**config.mk**
```make
export PLATFORM = sky130hd
export DESIGN_NAME = cpu_control
export DESIGN_NICKNAME = d
export VERILOG_FILES = /design/src/rtl/cpu_ctrl_pkg.sv /design/src/rtl/cpu_ctrl_decode.sv /design/src/rtl/cpu_control.sv
export SDC_FILE = /design/constraint.sdc
export NUM_CORES = 1
export LEC_CHECK = 0
export BUFFER_PORTS_ARGS = -buffer_cell sky130_fd_sc_hd__buf_4
export CORE_UTILIZATION = 57
export CTS_CLUSTER_DIAMETER = 150
export DETAILED_ROUTE_END_ITERATION = 12
export PLACE_DENSITY_LB_ADDON = 0.15
export SLEW_MARGIN = 25
export SYNTH_ARGS = -nofsm -noshare
export SYNTH_HDL_FRONTEND = slang
export SYNTH_SLANG_ARGS = --single-unit
```
**constraint.sdc**
```tcl
create_clock -name clk -period 4.5 [get_ports clk]
set_clock_uncertainty 0.1 [all_clocks]
set_input_delay 0.45 -clock clk [delete_from_list [all_inputs] [get_ports clk]]
set_output_delay 0.45 -clock clk [all_outputs]
set_load 0.02 [all_outputs]
```
**src/rtl/cpu_ctrl_pkg.sv**
```systemverilog
// Shared definitions for the multicycle CPU control unit: FSM state
// encodings, opcode constants/class fields, ALU codes and mux encodings.
package cpu_ctrl_pkg;

    typedef enum logic [3:0] {
        S_FETCH    = 4'd0,
        S_DECODE   = 4'd1,
        S_EXEC_R   = 4'd2,
        S_EXEC_I   = 4'd3,
        S_MEM_ADDR = 4'd4,
        S_MEM_RD   = 4'd5,
        S_MEM_WB   = 4'd6,
        S_MEM_WR   = 4'd7,
        S_BRANCH   = 4'd8,
        S_JUMP     = 4'd9,
        S_ALU_WB   = 4'd10,
        S_LUI_WB   = 4'd11
    } state_t;

    typedef enum logic [3:0] {
        CLS_R       = 4'd0,
        CLS_I       = 4'd1,
        CLS_LW      = 4'd2,
        CLS_SW      = 4'd3,
        CLS_LUI     = 4'd4,
        CLS_SWB     = 4'd5,
        CLS_BRANCH  = 4'd6,
        CLS_J       = 4'd7,
        CLS_ILLEGAL = 4'd8
    } op_class_t;

    // Class prefix fields (upper opcode bits)
    localparam logic [1:0] OPC_R  = 2'b00;
    localparam logic [1:0] OPC_I  = 2'b01;
    localparam logic [2:0] OPC_BR = 3'b110;

    // Fully decoded opcodes
    localparam logic [5:0] OP_LW  = 6'b100000;
    localparam logic [5:0] OP_SW  = 6'b100001;
    localparam logic [5:0] OP_LUI = 6'b100010;
    localparam logic [5:0] OP_SWB = 6'b100011;
    localparam logic [5:0] OP_J   = 6'b111000;

    localparam logic [3:0] ALU_ADD = 4'h2;
    localparam logic [3:0] ALU_SUB = 4'h6;

    localparam logic [1:0] SRCB_REGB = 2'd0;
    localparam logic [1:0] SRCB_FOUR = 2'd1;
    localparam logic [1:0] SRCB_SIMM = 2'd2;
    localparam logic [1:0] SRCB_ZIMM = 2'd3;

    localparam logic [1:0] PCSRC_ALU    = 2'd0;
    localparam logic [1:0] PCSRC_ALUOUT = 2'd1;
    localparam logic [1:0] PCSRC_JUMP   = 2'd2;

endpackage

```
**src/rtl/cpu_ctrl_decode.sv**
```systemverilog
// Combinational opcode decoder: instruction class, ALU function for the
// execute step, immediate-extension select for I-type and branch compare type.
module cpu_ctrl_decode
    import cpu_ctrl_pkg::*;
(
    input  logic [5:0] opcode,
    output logic [3:0] op_class,
    output logic [3:0] alu_op,
    output logic [1:0] alu_src_b,
    output logic [2:0] branch_type
);

    // I-type ops with op[3]=1 are the logical group and take a zero-extended imm
    assign alu_src_b   = opcode[3] ? SRCB_ZIMM : SRCB_SIMM;
    assign branch_type = opcode[2:0];

    // Classify the opcode; anything not matched stays illegal
    always_comb begin
        op_class = CLS_ILLEGAL;
        alu_op   = ALU_ADD;
        if (opcode[5:4] == OPC_R) begin
            op_class = CLS_R;
            alu_op   = opcode[3:0];
        end else if (opcode[5:4] == OPC_I) begin
            op_class = CLS_I;
            alu_op   = opcode[3:0];
        end else if (opcode[5:3] == OPC_BR) begin
            op_class = CLS_BRANCH;
        end else begin
            case (opcode)
                OP_LW:   op_class = CLS_LW;
                OP_SW:   op_class = CLS_SW;
                OP_LUI:  op_class = CLS_LUI;
                OP_SWB:  op_class = CLS_SWB;
                OP_J:    op_class = CLS_J;
                default: op_class = CLS_ILLEGAL;
            endcase
        end
    end

endmodule

```
**src/rtl/cpu_control.sv**
```systemverilog
// Multicycle CPU control unit: Moore FSM sequencing the datapath strobes,
// memory ready stalls and a wrapping retired-instruction counter.
//
// state      | meaning
// FETCH      | read instruction, PC+4; waits on mem_ready
// DECODE     | precompute branch target, dispatch on opcode class
// EXEC_R     | ALU regA op regB
// EXEC_I     | ALU regA op imm (sign/zero extended)
// MEM_ADDR   | effective address regA + simm
// MEM_RD     | load access; waits on mem_ready
// MEM_WB     | write loaded data to rt
// MEM_WR     | store access; waits on mem_ready
// BRANCH     | compare regA - regB, conditional PC load
// JUMP       | PC <- jump target
// ALU_WB     | write ALU result to rd (R) or rt (I)
// LUI_WB     | write upper immediate to rt
module cpu_control
    import cpu_ctrl_pkg::*;
#(
    parameter int CNT_W = 32
) (
    input  logic             clk,
    input  logic             reset,
    input  logic [5:0]       opcode,
    input  logic             mem_ready,
    output logic [3:0]       state,
    output logic [3:0]       next_state,
    output logic             PCWrite,
    output logic             Branch,
    output logic [2:0]       BranchType,
    output logic             MemRead,
    output logic             MemWrite,
    output logic             IRWrite,
    output logic             MemtoReg,
    output logic             RegDst,
    output logic             RegWrite,
    output logic [1:0]       PCSource,
    output logic [3:0]       ALUOp,
    output logic             ALUSrcA,
    output logic [1:0]       ALUSrcB,
    output logic             LUI,
    output logic             SWB,
    output logic             instr_done,
    output logic             illegal,
    output logic [CNT_W-1:0] retired_count
);

    state_t           state_q;
    state_t           nxt;
    logic [CNT_W-1:0] cnt_q;
    logic [3:0]       op_class;
    logic [3:0]       dec_alu_op;
    logic [1:0]       dec_src_b;
    logic [2:0]       dec_branch_type;

    cpu_ctrl_decode u_decode (
        .opcode      (opcode),
        .op_class    (op_class),
        .alu_op      (dec_alu_op),
        .alu_src_b   (dec_src_b),
        .branch_type (dec_branch_type)
    );

    // Reset is reflected combinationally so the debug buses read FETCH
    // from the very first cycle reset is high, not one cycle later.
    assign state         = reset ? S_FETCH : state_q;
    assign next_state    = nxt;
    assign retired_count = reset ? '0 : cnt_q;

    // State register
    always_ff @(posedge clk) begin
        if (reset) state_q <= S_FETCH;
        else       state_q <= nxt;
    end

    // Next-state logic
    always_comb begin
        nxt = S_FETCH;
        if (!reset) begin
            case (state_q)
                S_FETCH:    nxt = mem_ready ? S_DECODE : S_FETCH;
                S_DECODE: begin
                    case (op_class)
                        CLS_R:                   nxt = S_EXEC_R;
                        CLS_I:                   nxt = S_EXEC_I;
                        CLS_LW, CLS_SW, CLS_SWB: nxt = S_MEM_ADDR;
                        CLS_LUI:                 nxt = S_LUI_WB;
                        CLS_BRANCH:              nxt = S_BRANCH;
                        CLS_J:                   nxt = S_JUMP;
                        default:                 nxt = S_FETCH;
                    endcase
                end
                S_EXEC_R:   nxt = S_ALU_WB;
                S_EXEC_I:   nxt = S_ALU_WB;
                S_MEM_ADDR: nxt = (op_class == CLS_LW) ? S_MEM_RD : S_MEM_WR;
                S_MEM_RD:   nxt = mem_ready ? S_MEM_WB : S_MEM_RD;
                S_MEM_WR:   nxt = mem_ready ? S_FETCH : S_MEM_WR;
                default:    nxt = S_FETCH;
            endcase
        end
    end

    // Output decode from state (plus mem_ready in the waiting states)
    always_comb begin
        PCWrite    = 1'b0;
        Branch     = 1'b0;
        BranchType = 3'd0;
        MemRead    = 1'b0;
        MemWrite   = 1'b0;
        IRWrite    = 1'b0;
        MemtoReg   = 1'b0;
        RegDst     = 1'b0;
        RegWrite   = 1'b0;
        PCSource   = PCSRC_ALU;
        ALUOp      = 4'd0;
        ALUSrcA    = 1'b0;
        ALUSrcB    = SRCB_REGB;
        LUI        = 1'b0;
        SWB        = 1'b0;
        instr_done = 1'b0;
        illegal    = 1'b0;
        if (!reset) begin
            case (state_q)
                S_FETCH: begin
                    MemRead  = 1'b1;
                    ALUSrcB  = SRCB_FOUR;
                    ALUOp    = ALU_ADD;
                    PCSource = PCSRC_ALU;
                    IRWrite  = mem_ready;
                    PCWrite  = mem_ready;
                end
                S_DECODE: begin
                    ALUSrcB = SRCB_SIMM;
                    ALUOp   = ALU_ADD;
                    illegal = (op_class == CLS_ILLEGAL);
                end
                S_EXEC_R: begin
                    ALUSrcA = 1'b1;
                    ALUSrcB = SRCB_REGB;
                    ALUOp   = dec_alu_op;
                end
                S_EXEC_I: begin
                    ALUSrcA = 1'b1;
                    ALUSrcB = dec_src_b;
                    ALUOp   = dec_alu_op;
                end
                S_MEM_ADDR: begin
                    ALUSrcA = 1'b1;
                    ALUSrcB = SRCB_SIMM;
                    ALUOp   = ALU_ADD;
                    SWB     = (op_class == CLS_SWB);
                end
                S_MEM_RD: begin
                    MemRead = 1'b1;
                end
                S_MEM_WB: begin
                    RegWrite   = 1'b1;
                    MemtoReg   = 1'b1;
                    instr_done = 1'b1;
                end
                S_MEM_WR: begin
                    MemWrite   = 1'b1;
                    SWB        = (op_class == CLS_SWB);
                    instr_done = mem_ready;
                end
                S_BRANCH: begin
                    ALUSrcA    = 1'b1;
                    ALUSrcB    = SRCB_REGB;
                    ALUOp      = ALU_SUB;
                    Branch     = 1'b1;
                    BranchType = dec_branch_type;
                    PCSource   = PCSRC_ALUOUT;
                    instr_done = 1'b1;
                end
                S_JUMP: begin
                    PCWrite    = 1'b1;
                    PCSource   = PCSRC_JUMP;
                    instr_done = 1'b1;
                end
                S_ALU_WB: begin
                    RegWrite   = 1'b1;
                    RegDst     = (op_class == CLS_R);
                    instr_done = 1'b1;
                end
                S_LUI_WB: begin
                    LUI        = 1'b1;
                    RegWrite   = 1'b1;
                    instr_done = 1'b1;
                end
                default: ;
            endcase
        end
    end

    // Retired-instruction counter, wraps naturally
    always_ff @(posedge clk) begin
        if (reset)           cnt_q <= '0;
        else if (instr_done) cnt_q <= cnt_q + CNT_W'(1);
    end

endmodule

```
==> flow_summary.yaml <==
timing:
  rsz0062_at_grt: "false"
  drv_slew: 0
  tightest_slew_ns: 0.774
  min_period_ns: 2.84
  relSlewSlack_pct: 48.4
  setup_viol: 0
  finalHoldViolCount: 0
  fin_crit_sh_pct: 63.2
  setup-tns-final_ns: 0
  fmax_mhz: 352
  whs_ns: 0.395
  setup_ws_ns: 1.66
global_route:
  overflow: 0
  grt_first_pass_wirelength_um: 10500
  grt_util_all_layers_pct: 26.3
  grt_max_degree: 78
  grt_pass1_vias: 2346
  antenna_found_initial: 0
route:
  drc: 0
  drt_pass1_iterations: 4
  wirelength_um: 6200
  vias: 2566
  drt_iter0_drc: 121
  ant_nets: 0
  viasPerCell: 5.77
  wl_per_cell_um: 13.9
place:
  place_hpwl_um: 4520
  gp_congestion: 0.939
  port_buffers: 72
  preCtsSetupSlack_ns: 1.69
worst_hold_path:
  hold_path.class: "flip-flop to flip-flop"
yosys:
  synth.distinct_cells: 50
  synth-edff-count: 0
  syn_nets: 350
  ys.warnings.count: 0
  yosysSeqAreaShare_pct: 27.6
  syn-cell-area_mm2: 0.00261
  ys_ff_latch: 36
  synth-async-reset-ratio_pct: 0
  syn_inst: 336
  syn_avg_cell_area_um2: 7.77
  ys.flop_type: "dfxtp_1"
cts:
  tritoncts: "done"
  insertion_delay_ns: 0.29
  cts_setup_buffers: 0
  clk_pin_slew_worst_paths_ns: 0.08
  hold_buffers: 0
  cts.sinks: 36
  max-clock-path-buffers: 2
  post_cts_resize_count: 0
  cts_buffers: 5
  cts-root-buf: "clkbuf_8"
  htree_levels: 2
finish:
  antenna_cells: 0
  final_common_cell: "buf_4"
  regArea_um2: 721
  multi_input_area_mm2: 0.00173
  final_cell_mix: "72 x buf_4, 42 x nor2_1, 36 x dfxtp_1"
  layout-drive-gt1-share_pct: 27.7
  final_nets: 406
  syn2layout_area_growth_pct: 22.4
  fillers: 372
  final_util_pct: 72.9
power_and_ir_drop:
  p_per_area_mw_per_mm2: 220
  finalPower_w: 0.000701
  ir_drop_mv: 0.145
  p_leak_nw: 1.36
critical_path:
  start_kind: "flip-flop"
  worstSetupPathType: "flip-flop to output port"
  crit_path_end_kind: "output port"
  critPathRequiredTime_ns: 3.95
  crit_arrival_ns: 2.29
  worstPathMaxFanout: 26
die:
  start_util_pct: 59.5
  io_pins: 73
  dieArea_mm2: 0.00485
  core.rowCount: 24
  die-width_um: 69.7
  die_h_um: 69.7
  core_mm2: 0.00438
run:
  drv_cap: 0
run_status:
  status: "completed"
cell families after synthesis:
family / after synthesis / share of synthesized area (%)
AO/OA/AOI/OAI: 46 / 12.4
adder cells (fa/ha/maj): 5 / 2.40
multiplexers: 26 / 11.2
XOR/XNOR: 3 / 1.01
flip-flops: 36 / 27.6
AND/OR/NAND/NOR: 183 / 39.0
buffers and inverters: 37 / 6.42
critical path, cell delays in order, from the launching register on:
cell	delay (ns)
dfxtp_1	0.67
nand2b_1	0.29
a32oi_4	0.75
inv_1	0.10
buf_4	0.19
routing by layer:
| metal | share of wire [%] | vias up | track usage [%] | routed length, um |
|---|---|---|---|---|
| li1 | - | 1298 | - | - |
| met1 | 44 | 1196 | 33.0 | 2740 |
| met2 | 50 | 64 | 45.1 | 3130 |
| met3 | 4.1 | 8 | 4.94 | 256 |
| met4 | 1.3 | 0 | 9.11 | 82 |
| met5 | 0 | - | 0 | 0 |
worst paths after layout:
| kind | start | endpoint | slack [ns] | cells past startpoint |
|---|---|---|---|---|
| setup / recovery | state_q[0]$_SDFF_PP0_ | instr_done | 1.66 | 4 |
| hold / removal | cnt_q[11]$_SDFFE_PP0P_ | cnt_q[11]$_SDFFE_PP0P_ | 0.40 | 2 |
| setup reg to reg | state_q[0]$_SDFF_PP0_ | cnt_q[29]$_SDFFE_PP0P_ | 2.05 | 4 |
| hold reg to reg | cnt_q[11]$_SDFFE_PP0P_ | cnt_q[11]$_SDFFE_PP0P_ | 0.40 | 2 |
layout make-up:
class	instances	area share (%)
inverters	14	1.65
flip-flops and latches	36	22.6
well taps	52	2.04
clock buffers	5	2.15
repair buffers	72	16.9
multi-input cells	263	54.1
clock inverters	3	0.588
per-stage QoR:
stage	instances	instance area [um2]
after floorplan	336	2610
after global placement	437	3100
after detailed placement	437	3100
after CTS	445	3190
after global routing	445	3190
final	445	3190
sequential cells by signal, summed over array words and instances, names as in the netlist:
| name | flops |
|---|---|
| cnt_q | 32 |
| state_q | 4 |
cells in the mapped netlist (all sizes together), types with 5 or more instances:
cell,number,share of area (%)
a21oi,12,2.3
and2,10,2.4
and3,5,1.2
and4,6,2.0
buf,15,3.3
clkbuf,8,1.2
dfxtp,36,28
ha,5,2.4
inv,14,2.0
mux2,26,11
nand2,20,2.9
nand3,14,2.7
nand4,6,1.7
nor2,42,6.0
nor2b,31,7.4
nor3,14,2.7
nor4,14,3.6
o21ai,8,1.5
report_power, final:
group / switching (W) / internal, W
Sequential: 0.0000157 / 0.000322
Clock: 0.000123 / 0.000108
Combinational: 0.0000809 / 0.0000517
Power figures use the tool's default switching activity.
